**config.mk**
```make
export PLATFORM = sky130hd
export DESIGN_NAME = gate_unit_pipe
export DESIGN_NICKNAME = d
export VERILOG_FILES = /design/src/rtl/gate_unit_pipe.sv
export SDC_FILE = /design/constraint.sdc
export NUM_CORES = 1
export LEC_CHECK = 0
export CAP_MARGIN = 20
export CELL_PAD_IN_SITES_DETAIL_PLACEMENT = 1
export CELL_PAD_IN_SITES_GLOBAL_PLACEMENT = 2
export CORE_ASPECT_RATIO = 1.75
export CORE_MARGIN = 5
export CORE_UTILIZATION = 32
export DETAILED_ROUTE_END_ITERATION = 10
export PLACE_DENSITY_LB_ADDON = 0.1
export SLEW_MARGIN = 20
export SYNTH_ARGS = -nofsm -noshare
export SYNTH_HDL_FRONTEND = slang
export SYNTH_SLANG_ARGS = --single-unit
export TNS_END_PERCENT = 20
```
**constraint.sdc**
```tcl
create_clock -name clk -period 2.03 [get_ports clk]
set_input_delay 0.406 -clock clk [delete_from_list [all_inputs] [get_ports clk]]
set_output_delay 0.406 -clock clk [all_outputs]
set_load 0.02 [all_outputs]
```
**src/rtl/gate_unit_pipe.sv**
```systemverilog
// Two-stage pipelined bitwise gate unit with valid/ready handshake.
// A SWEEP request replays one operand pair through all seven gate ops in order.
module gate_unit_pipe #(
  parameter int WIDTH = 8,
  parameter int CNT_W = 16
) (
  input  logic             clk,
  input  logic             rst_n,
  input  logic             in_valid,
  output logic             in_ready,
  input  logic [WIDTH-1:0] in_a,
  input  logic [WIDTH-1:0] in_b,
  input  logic [2:0]       in_op,
  input  logic             in_sweep,
  output logic             out_valid,
  input  logic             out_ready,
  output logic [WIDTH-1:0] out_data,
  output logic [2:0]       out_op,
  output logic             out_err,
  output logic             out_last,
  output logic [CNT_W-1:0] res_count
);
  localparam int STAGES = 2;
  localparam logic [2:0] LAST_OP = 3'd6;

  typedef enum logic {IDLE, SWEEP} state_t;

  typedef struct packed {
    logic [WIDTH-1:0] a;
    logic [WIDTH-1:0] b;
    logic [2:0]       op;
    logic             last;
  } s1_t;

  state_t            state, nextState;
  logic [2:0]        sweepIdx, nextIdx;
  logic [WIDTH-1:0]  aLat, bLat;
  logic [STAGES-1:0] vldPipe;
  s1_t               s1, s1Next;
  logic              s1Load, adv, inXfer, latchAB;
  logic [WIDTH-1:0]  resData;
  logic              resErr;

  // Both stages move together; a held output stalls the whole pipe.
  assign adv      = ~vldPipe[STAGES-1] | out_ready;
  assign in_ready = rst_n & adv & (state == IDLE);
  assign inXfer   = in_valid & in_ready;
  assign out_valid = vldPipe[STAGES-1];

  always_comb begin
    nextState = state;
    nextIdx   = sweepIdx;
    s1Load    = 1'b0;
    latchAB   = 1'b0;
    s1Next    = '{a: in_a, b: in_b, op: in_op, last: 1'b1};
    case (state)
      IDLE: begin
        if (inXfer) begin
          s1Load = 1'b1;
          if (in_sweep) begin
            latchAB     = 1'b1;
            s1Next.op   = 3'd0;
            s1Next.last = 1'b0;
            nextIdx     = 3'd1;
            nextState   = SWEEP;
          end
        end
      end
      SWEEP: begin
        if (adv) begin
          s1Load      = 1'b1;
          s1Next.a    = aLat;
          s1Next.b    = bLat;
          s1Next.op   = sweepIdx;
          s1Next.last = (sweepIdx == LAST_OP);
          nextIdx     = sweepIdx + 3'd1;
          if (sweepIdx == LAST_OP) nextState = IDLE;
        end
      end
      default: nextState = IDLE;
    endcase
  end

  always_comb begin
    resErr  = 1'b0;
    resData = '0;
    case (s1.op)
      3'd0: resData = s1.a ^ s1.b;
      3'd1: resData = ~(s1.a ^ s1.b);
      3'd2: resData = s1.a & s1.b;
      3'd3: resData = ~(s1.a & s1.b);
      3'd4: resData = ~s1.a;
      3'd5: resData = s1.a | s1.b;
      3'd6: resData = ~(s1.a | s1.b);
      default: resErr = 1'b1;
    endcase
  end

  always_ff @(posedge clk) begin
    if (!rst_n) begin
      state    <= IDLE;
      sweepIdx <= '0;
      aLat     <= '0;
      bLat     <= '0;
      vldPipe  <= '0;
      s1       <= '0;
      out_data <= '0;
      out_op   <= '0;
      out_err  <= 1'b0;
      out_last <= 1'b0;
    end else begin
      state    <= nextState;
      sweepIdx <= nextIdx;
      if (latchAB) begin
        aLat <= in_a;
        bLat <= in_b;
      end
      if (adv) begin
        vldPipe  <= {vldPipe[0], s1Load};
        s1       <= s1Next;
        out_data <= resData;
        out_op   <= s1.op;
        out_err  <= resErr;
        out_last <= s1.last;
      end
    end
  end

  always_ff @(posedge clk) begin
    if (!rst_n) res_count <= '0;
    else if (out_valid & out_ready) res_count <= res_count + 1'b1;
  end
endmodule

```
* Word level (Yosys, flattened, before mapping)
Cells that the tools add are included.
Cells by class: magnitude comparators 0, shift-type cells 0, reduce and logical (&&, ||, !) cells 3, muxes and demuxes 18, bitwise gates (word level) 14, divide/modulo/power cells 0, add/sub/neg operators 2, multiply operators 0, eq/ne operators 10
Operators with widths (number):
- 8-bit case mux with 7 select lines | 1
- 8-bit NOT | 4
- 16-bit by 1-bit adder with 16-bit output, second input constant | 1
- 16-bit 2-to-1 mux | 1
- 3-bit == test, second input constant | 4
- 3-bit 2-to-1 mux | 3
- 8-bit bitwise AND | 1
- 4-bit 2-to-1 mux | 2
- 8-bit OR | 1
- 4-bit case mux with 2 select lines | 1
- 8-bit bitwise XOR | 1
- 1-bit 2-to-1 mux | 7
- 7-bit OR reduction | 1
- 3-bit by 2-bit == test with 1-bit output, second input constant | 2
- 3-bit case mux with 2 select lines | 1
- 1-bit bitwise AND | 4
- 2-bit != test, second input constant | 2
- 1-bit case mux with 2 select lines | 2
- 3-bit by 1-bit adder with 3-bit output, second input constant | 1
- 3-bit by 1-bit == test with 1-bit output, second input constant | 1
- 3-bit logical NOT | 1
- 3-bit AND reduction | 1
- 2-bit by 1-bit != test with 1-bit output, second input constant | 1
- 1-bit NOT | 2
- 1-bit OR | 1
Word-level totals: latch bits 0, bits in writable memories 0, bits in registers 71, logic and storage cells 61, memories kept 0, bits in read-only memories 0

* Depth between registers and ports, before layout
Gate-level depths: netlist of run 1.
word-level depth 7, gate-level depth with buffers 6

* Worst setup path before layout of run 1
OpenSTA, ideal clock, no wires.
path kind flip-flop to flip-flop, start point register vldPipe[1], end point register bLat[4], library setup time 128 ps, arrival time 1645 ps, cell stages (with the launch flop) 7, slack 258 ps, path buffers 2, cells stage by stage dfxtp_1 > nor2b_2 > buf_6 > nor4_4 > buf_6 > mux2i_1 > nor2_1
Between the ends: word-level cells in the longest chain between the ends 7
RTL lines:
- start, declared | line 38 | logic [STAGES-1:0] vldPipe;
- start signal, assigned | line 119 | vldPipe <= {vldPipe[0], s1Load};
- 1-bit NOT | line 45 | assign adv = ~vldPipe[STAGES-1] | out_ready;
- 1-bit OR | line 45
- 1-bit bitwise AND (2 in a row) | line 46 | assign in_ready = rst_n & adv & (state == IDLE);
- 1-bit bitwise AND | line 47 | assign inXfer = in_valid & in_ready;
- 1-bit 2-to-1 mux | line 58 | if (inXfer) begin
- 1-bit 2-to-1 mux | line 56 | case (state)
- end signal, assigned | line 116 | bLat <= in_b;
- end, declared | line 37 | logic [WIDTH-1:0] aLat, bLat;
Every way passes these cells. A chain may end at the register's enable or synchronous reset.

* Final worst setup path of run 1
start point register res_count[2], end point output port res_count[2]
RTL lines:
- start, declared | line 21 | output logic [CNT_W-1:0] res_count
- start signal, assigned | line 131 | else if (out_valid & out_ready) res_count <= res_count + 1'b1;
No word-level cell between the ends.

==> metrics, run 1 <==
Clock Skew=4.741 ps; Max Fclk=541.5 MHz; clock share of power=45.6%; GRT overflow=0; Fillers=1285; Critical-path top delay cell=clkdlybuf4s50_1; WP buf/inv=1; min Tclk post-route=1847 ps; site row count=51; slowest stage delay, CP=660 ps; worst-margin pin slew=700.6 ps; Final ANT Viol Nets=0; Setup WS post-layout=183.2 ps; Crit Path Max Fanout=5; Slew Viols, Final=0; Synth Flop Type=dfxtp_1; CORE AREA=11040 µm²; sequential fraction of the synthesis area=39.65%; 1st-iter DRT viols=136; combinational power share=14.7%; number of synthesized register bits=71; CP endpoint kind=output pin; CP required=1620 ps; die width=90.01 µm; Pwr per Cell Area=833.0 nW/µm²; largest net degree at the start of global routing=62; Mapped Nets=458; Worst-Skew Late Latency=330 ps; Setup CP Type=reg2out; proportion of layout cells with a drive suffix above 1=8.403%; Clock Tree Root=clkbuf_16; syn avg cell area=8.638 µm²; Area growth syn-to-layout=29.56%; vias in the first global route=3217; CTS tree=done; warnings from Yosys=0; hold bufs inserted after CTS=0; Yosys top cell by area=dfxtp_1; Synth async-reset ratio=0%; Worst EP arrival=1440 ps; Total GRT Usage=14.90%; critical path, cell by cell=clkdlybuf4s50_1; # DRC=0; switching share of power=25.52%; routability-driven placement congestion ratio=0.7287; cell area after synthesis=3585 µm²; most common cell in the synthesized netlist=dfxtp_1; HP Class=reg2reg; Slew HR=53.24%; cell family with most CP delay=buffers and inverters; # IOs=55; status=finished, final reports clean; DP Worst Slack=-246.7 ps; Routed WL=9647 µm; Pre-antenna DRT Iters=4; Yosys cell types=39; Post-synth EDFFs=0; Psw=987.3 µW; Nets=514; Max Root-Sink Buffers=2; area share of the largest cell type after synthesis=39.65%; Tcrit/Tclk final=90.98%; top cells by count, synth=71 x dfxtp_1, 49 x nor2_1, 46 x mux2i_1, 31 x nand2_1, 28 x inv_1; RSZ-0062 raised after global routing=false; startpoint class of the critical path=register; Port Buffers=54; Synth area leaders=dfxtp_1 40%, mux2i_1 13%, ha_1 6.6%; dpl hpwl=6887 µm; Mapped Cells=415; placed standard-cell area=4317 µm²; final setup violation count=0; routed len/inst=15.87 µm; CTS clk-pin slew, worst paths=60 ps; internal power=2.882 mW; final instance area=4644 µm²; DR vias=3051; Die Ht=150.0 µm; Inserted Diodes=0; cts bufs inserted=9; Final Hold Fails=0; initial antenna violation count=0; maximum vdd ir drop=0.5127 mV; Vias/cell=5.018; Lkg Pwr=1.797 nW; Power Total=3.869 mW; Flop pwr share=39.7%; Fin Setup TNS=0 ps; first-pass GRT wire length=16290 µm; H-tree depth=3; Starting Density=32.47%; clk sinks=71; die area=13500 µm²; Max Cap Viol=0
cells by family after synthesis:
| group | share of synthesized area [%] |
|---|---|
| AOI/OAI and AO/OA | 13.96 |
| xor gates and xnor gates | 2.443 |
| adders and majority gates | 6.632 |
| buffers and inverters | 6.422 |
| DFF | 39.65 |
| muxes | 13.47 |
| and+or+nand+nor | 17.42 |
repair_timing:
| action | 4_1_cts | 5_1_grt |
|---|---|---|
| setup endpoints to repair | 1 | 1 |
| setup buffers | 0 | 0 |
| resized for setup | 1 | 2 |
metrics by stage:
stage / instances / utilization, % / hold WS (ps)
2_1_floorplan: 415 / - / 433.2
3_3_place_gp: 592 / 39.10 / 445.7
3_5_place_dp: 592 / 39.10 / 447.7
4_1_cts: 608 / 42.11 / 457.8
5_1_grt: 608 / 42.07 / 482.7
6_report: 608 / 42.07 / 456.0
final timing paths:
kind / start / endpoint / slack (ps) / cells after the start
setup reg to reg: res_count[0]$_SDFFE_PN0P_ / res_count[13]$_SDFFE_PN0P_ / 310 / 4
hold reg to reg: out_op[2]$_SDFFE_PN0P_ / out_op[2]$_SDFFE_PN0P_ / 460 / 2
setup / recovery: res_count[2]$_SDFFE_PN0P_ / res_count[2] / 180 / 1
hold / removal: out_op[2]$_SDFFE_PN0P_ / out_op[2]$_SDFFE_PN0P_ / 460 / 2
power groups by stage:
stage	clock network [mW]	registers, mW	logic, mW
after global placement	0	1.56	0.568
final	1.76	1.53	0.570
after global routing	1.87	1.55	0.638
after detailed placement	0	1.57	0.583
after floorplan	0	1.59	0.330
after CTS	1.81	1.54	0.584
sequential cells by signal (all words and copies together) (netlist names), 2 cells and up:
register,cells
aLat,8
out_op,3
vldPipe,2
sweepIdx,3
out_data,8
bLat,8
res_count,16
s1,20
per-layer routing:
metal	GRT usage, %	vias up	share of wire (%)
met5	0	-	0
met4	5.365	0	1.6
met3	4.074	13	3.8
met2	26.54	44	53
met1	16.90	1438	42
li1	-	1556	-
cells in the final DEF (no fill, tap or decap), types with 3 or more instances in the layout:
| cell | n |
|---|---|
| dfxtp_1 | 71 |
| clkdlybuf4s50_1 | 53 |
| nor2_1 | 49 |
| mux2i_1 | 46 |
| nand2_1 | 31 |
| inv_1 | 28 |
| o21ai_0 | 23 |
| a21oi_1 | 21 |
| a211oi_1 | 19 |
| ha_1 | 19 |
| buf_4 | 17 |
| nand3_1 | 16 |
| o31ai_1 | 10 |
| clkbuf_16 | 9 |
| xor2_1 | 8 |
| nand4_1 | 6 |
| nor3_1 | 6 |
| nor2b_1 | 4 |
| or3_1 | 4 |
| and4_1 | 3 |
| a221oi_1 | 3 |
layout make-up:
| cell class | count | area (µm²) | share of cell area (%) |
|---|---|---|---|
| repair buffers | 72 | 683.2 | 14.71 |
| clock inverters | 5 | 80.08 | 1.724 |
| clock buffers | 11 | 252.7 | 5.442 |
| well taps | 132 | 165.2 | 3.556 |
| flip-flops and latches | 71 | 1421 | 30.60 |
| multi-input cells | 288 | 1933 | 41.62 |
| inverters | 29 | 108.9 | 2.344 |
Note: power is estimated with default switching activity, not from simulation.
==> run 2, diff against run 1 <==
--- a/config.mk
+++ b/config.mk
@@ -6,13 +6,11 @@
 export NUM_CORES = 1
 export LEC_CHECK = 0
 export CAP_MARGIN = 20
-export CELL_PAD_IN_SITES_DETAIL_PLACEMENT = 1
-export CELL_PAD_IN_SITES_GLOBAL_PLACEMENT = 2
 export CORE_ASPECT_RATIO = 1.75
 export CORE_MARGIN = 5
-export CORE_UTILIZATION = 32
+export CORE_UTILIZATION = 50
 export DETAILED_ROUTE_END_ITERATION = 10
-export PLACE_DENSITY_LB_ADDON = 0.1
+export PLACE_DENSITY = 0.75
 export SLEW_MARGIN = 20
 export SYNTH_ARGS = -nofsm -noshare
 export SYNTH_HDL_FRONTEND = slang
==> metrics, run 2 (same netlist as run 1, synthesis figures left out) <==
status=finished, final reports clean; Die Ht=122.0 µm; site row count=41; post-CTS setup buffer count=0; RSZ-0062 raised after global routing=false; vias in the first global route=2942; slowest stage delay, CP=430 ps; clk sinks=71; dpl hpwl=5735 µm; maximum vdd ir drop=0.5513 mV; Nets=514; DR vias=3084; # DRC=0; routability-driven placement congestion ratio=0.7593; M1 GR Usage=20.16%; 1st-iter DRT viols=162; Top reg by flops=s1; hold bufs inserted after CTS=0; Max Cap Viol=0; commonest non-fill, non-tap cell in the layout=dfxtp_1; # IOs=55; die area=9029 µm²; H-tree depth=3; CTS clk-pin slew, worst paths=60 ps; CP required=1620 ps; GRT overflow=0; proportion of layout cells with a drive suffix above 1=8.193%; area of the multi-input gates=1933 µm²; cell family with most CP delay=buffers and inverters; Critical-path top delay cell=clkdlybuf4s50_1; WP buf/inv=2; Inserted Diodes=0; Final Hold Fails=0; Max Root-Sink Buffers=2; flip-flop and latch area=1421 µm²; Starting Density=50.27%; Total GRT Usage=18.56%; cts bufs inserted=9; GRT met3 Usage=4.872%; Slew Viols, Final=0; initial antenna violation count=0; Tcrit/Tclk final=96.64%; Fillers=603; Crit Path Max Fanout=2; routed len/inst=14.00 µm; worst-margin pin slew=621.9 ps; Power Total=3.897 mW; CP endpoint kind=output pin; Vias/cell=5.488; die width=74.01 µm; Max Fclk=509.7 MHz; Final ANT Viol Nets=0; min Tclk post-route=1962 ps; final hold slack=452.8 ps; Setup CP Type=in2out; fin util=64.57%; max reg flops=20; CTS tree=done; CORE AREA=7131 µm²; Clock Skew=3.295 ps; Pre-antenna DRT Iters=4; Worst EP arrival=1560 ps; Setup WS post-layout=68.20 ps; top flop regs=s1 x20, res_count x16; most frequent cells in the layout=71 x dfxtp_1, 53 x clkdlybuf4s50_1, 49 x nor2_1; global route hottest layer=met2; Worst-Skew Late Latency=330 ps; non-filler cells, final=562; Area growth syn-to-layout=28.45%; largest net degree at the start of global routing=62; Clock Tree Root=clkbuf_16; startpoint class of the critical path=primary input; final setup violation count=0; first-pass GRT wire length=13280 µm; Lkg Pwr=1.811 nW; DP Worst Slack=-214.1 ps; critical path, cell by cell=clkdlybuf4s50_1, or2b_1, nand2_1, nor2_1, dlygate4sd2_1; Port Buffers=54; placed cells=546; Slew HR=58.54%; HP Class=reg2reg; Pwr per Cell Area=846.4 nW/µm²; Routed WL=7868 µm; M2 GR Usage=33.56%
## run 2: cell count changes in the layout (fill, tap and decap cells not counted)
cell           change
clkinvlp_4         -1
bufinv_16          +1
clkbuf_8           -1
clkinv_2           +1
dlygate4sd2_1      +1
clkbuf_2           -1
## run 2: layout make-up
cell class | instances | share of cell area [%]
Clock buffer | 10 | 5.190
Tap cell | 86 | 2.337
Timing Repair Buffer | 72 | 14.92
Inverter | 29 | 2.364
Sequential cell | 71 | 30.87
Clock inverter | 6 | 2.337
Multi-Input combinational cell | 288 | 41.98
## run 2: path summary, 6_finish.rpt
check	depth (start not counted)	from	endpoint	slack [ps]
hold reg to reg	2	out_err$_SDFFE_PN0P_	out_err$_SDFFE_PN0P_	450
hold / removal	2	out_err$_SDFFE_PN0P_	out_err$_SDFFE_PN0P_	450
setup reg to reg	4	res_count[0]$_SDFFE_PN0P_	res_count[13]$_SDFFE_PN0P_	340
setup / recovery	5	out_ready	in_ready	70
## run 2: worst reg2reg max path, delay by kind of cell (launching register included)
family	cells	cell delay, ps
AO/OA/AOI/OAI	1	140
flip-flops	1	410
AND/OR/NAND/NOR	3	1050
## run 2: routing by layer
metal	vias to the layer above	wire length, µm
met3	8	329
met2	57	4367
met5	-	0
met1	1458	3048
li1	1561	-
met4	0	122
## run 2: what timing repair did
item | CTS | global route
setup endpoints to repair | 1 | 0
resized for setup | 1 | 0
endpoints found under the hold margin | 0 | 0
## run 2: where the power goes
part | leakage, nW | internal [mW] | switching (mW)
clock | 0.168 | 1.23 | 0.578
combinational | 1.06 | 0.267 | 0.291
sequential | 0.581 | 1.48 | 0.0579
## run 2: per-stage QoR
stage                     TNS (ps)  area [µm²]
after floorplan                  0        3585
after global placement      -362.6        4259
after detailed placement    -509.5        4259
after CTS                        0        4604
after global routing             0        4604
final                            0        4604
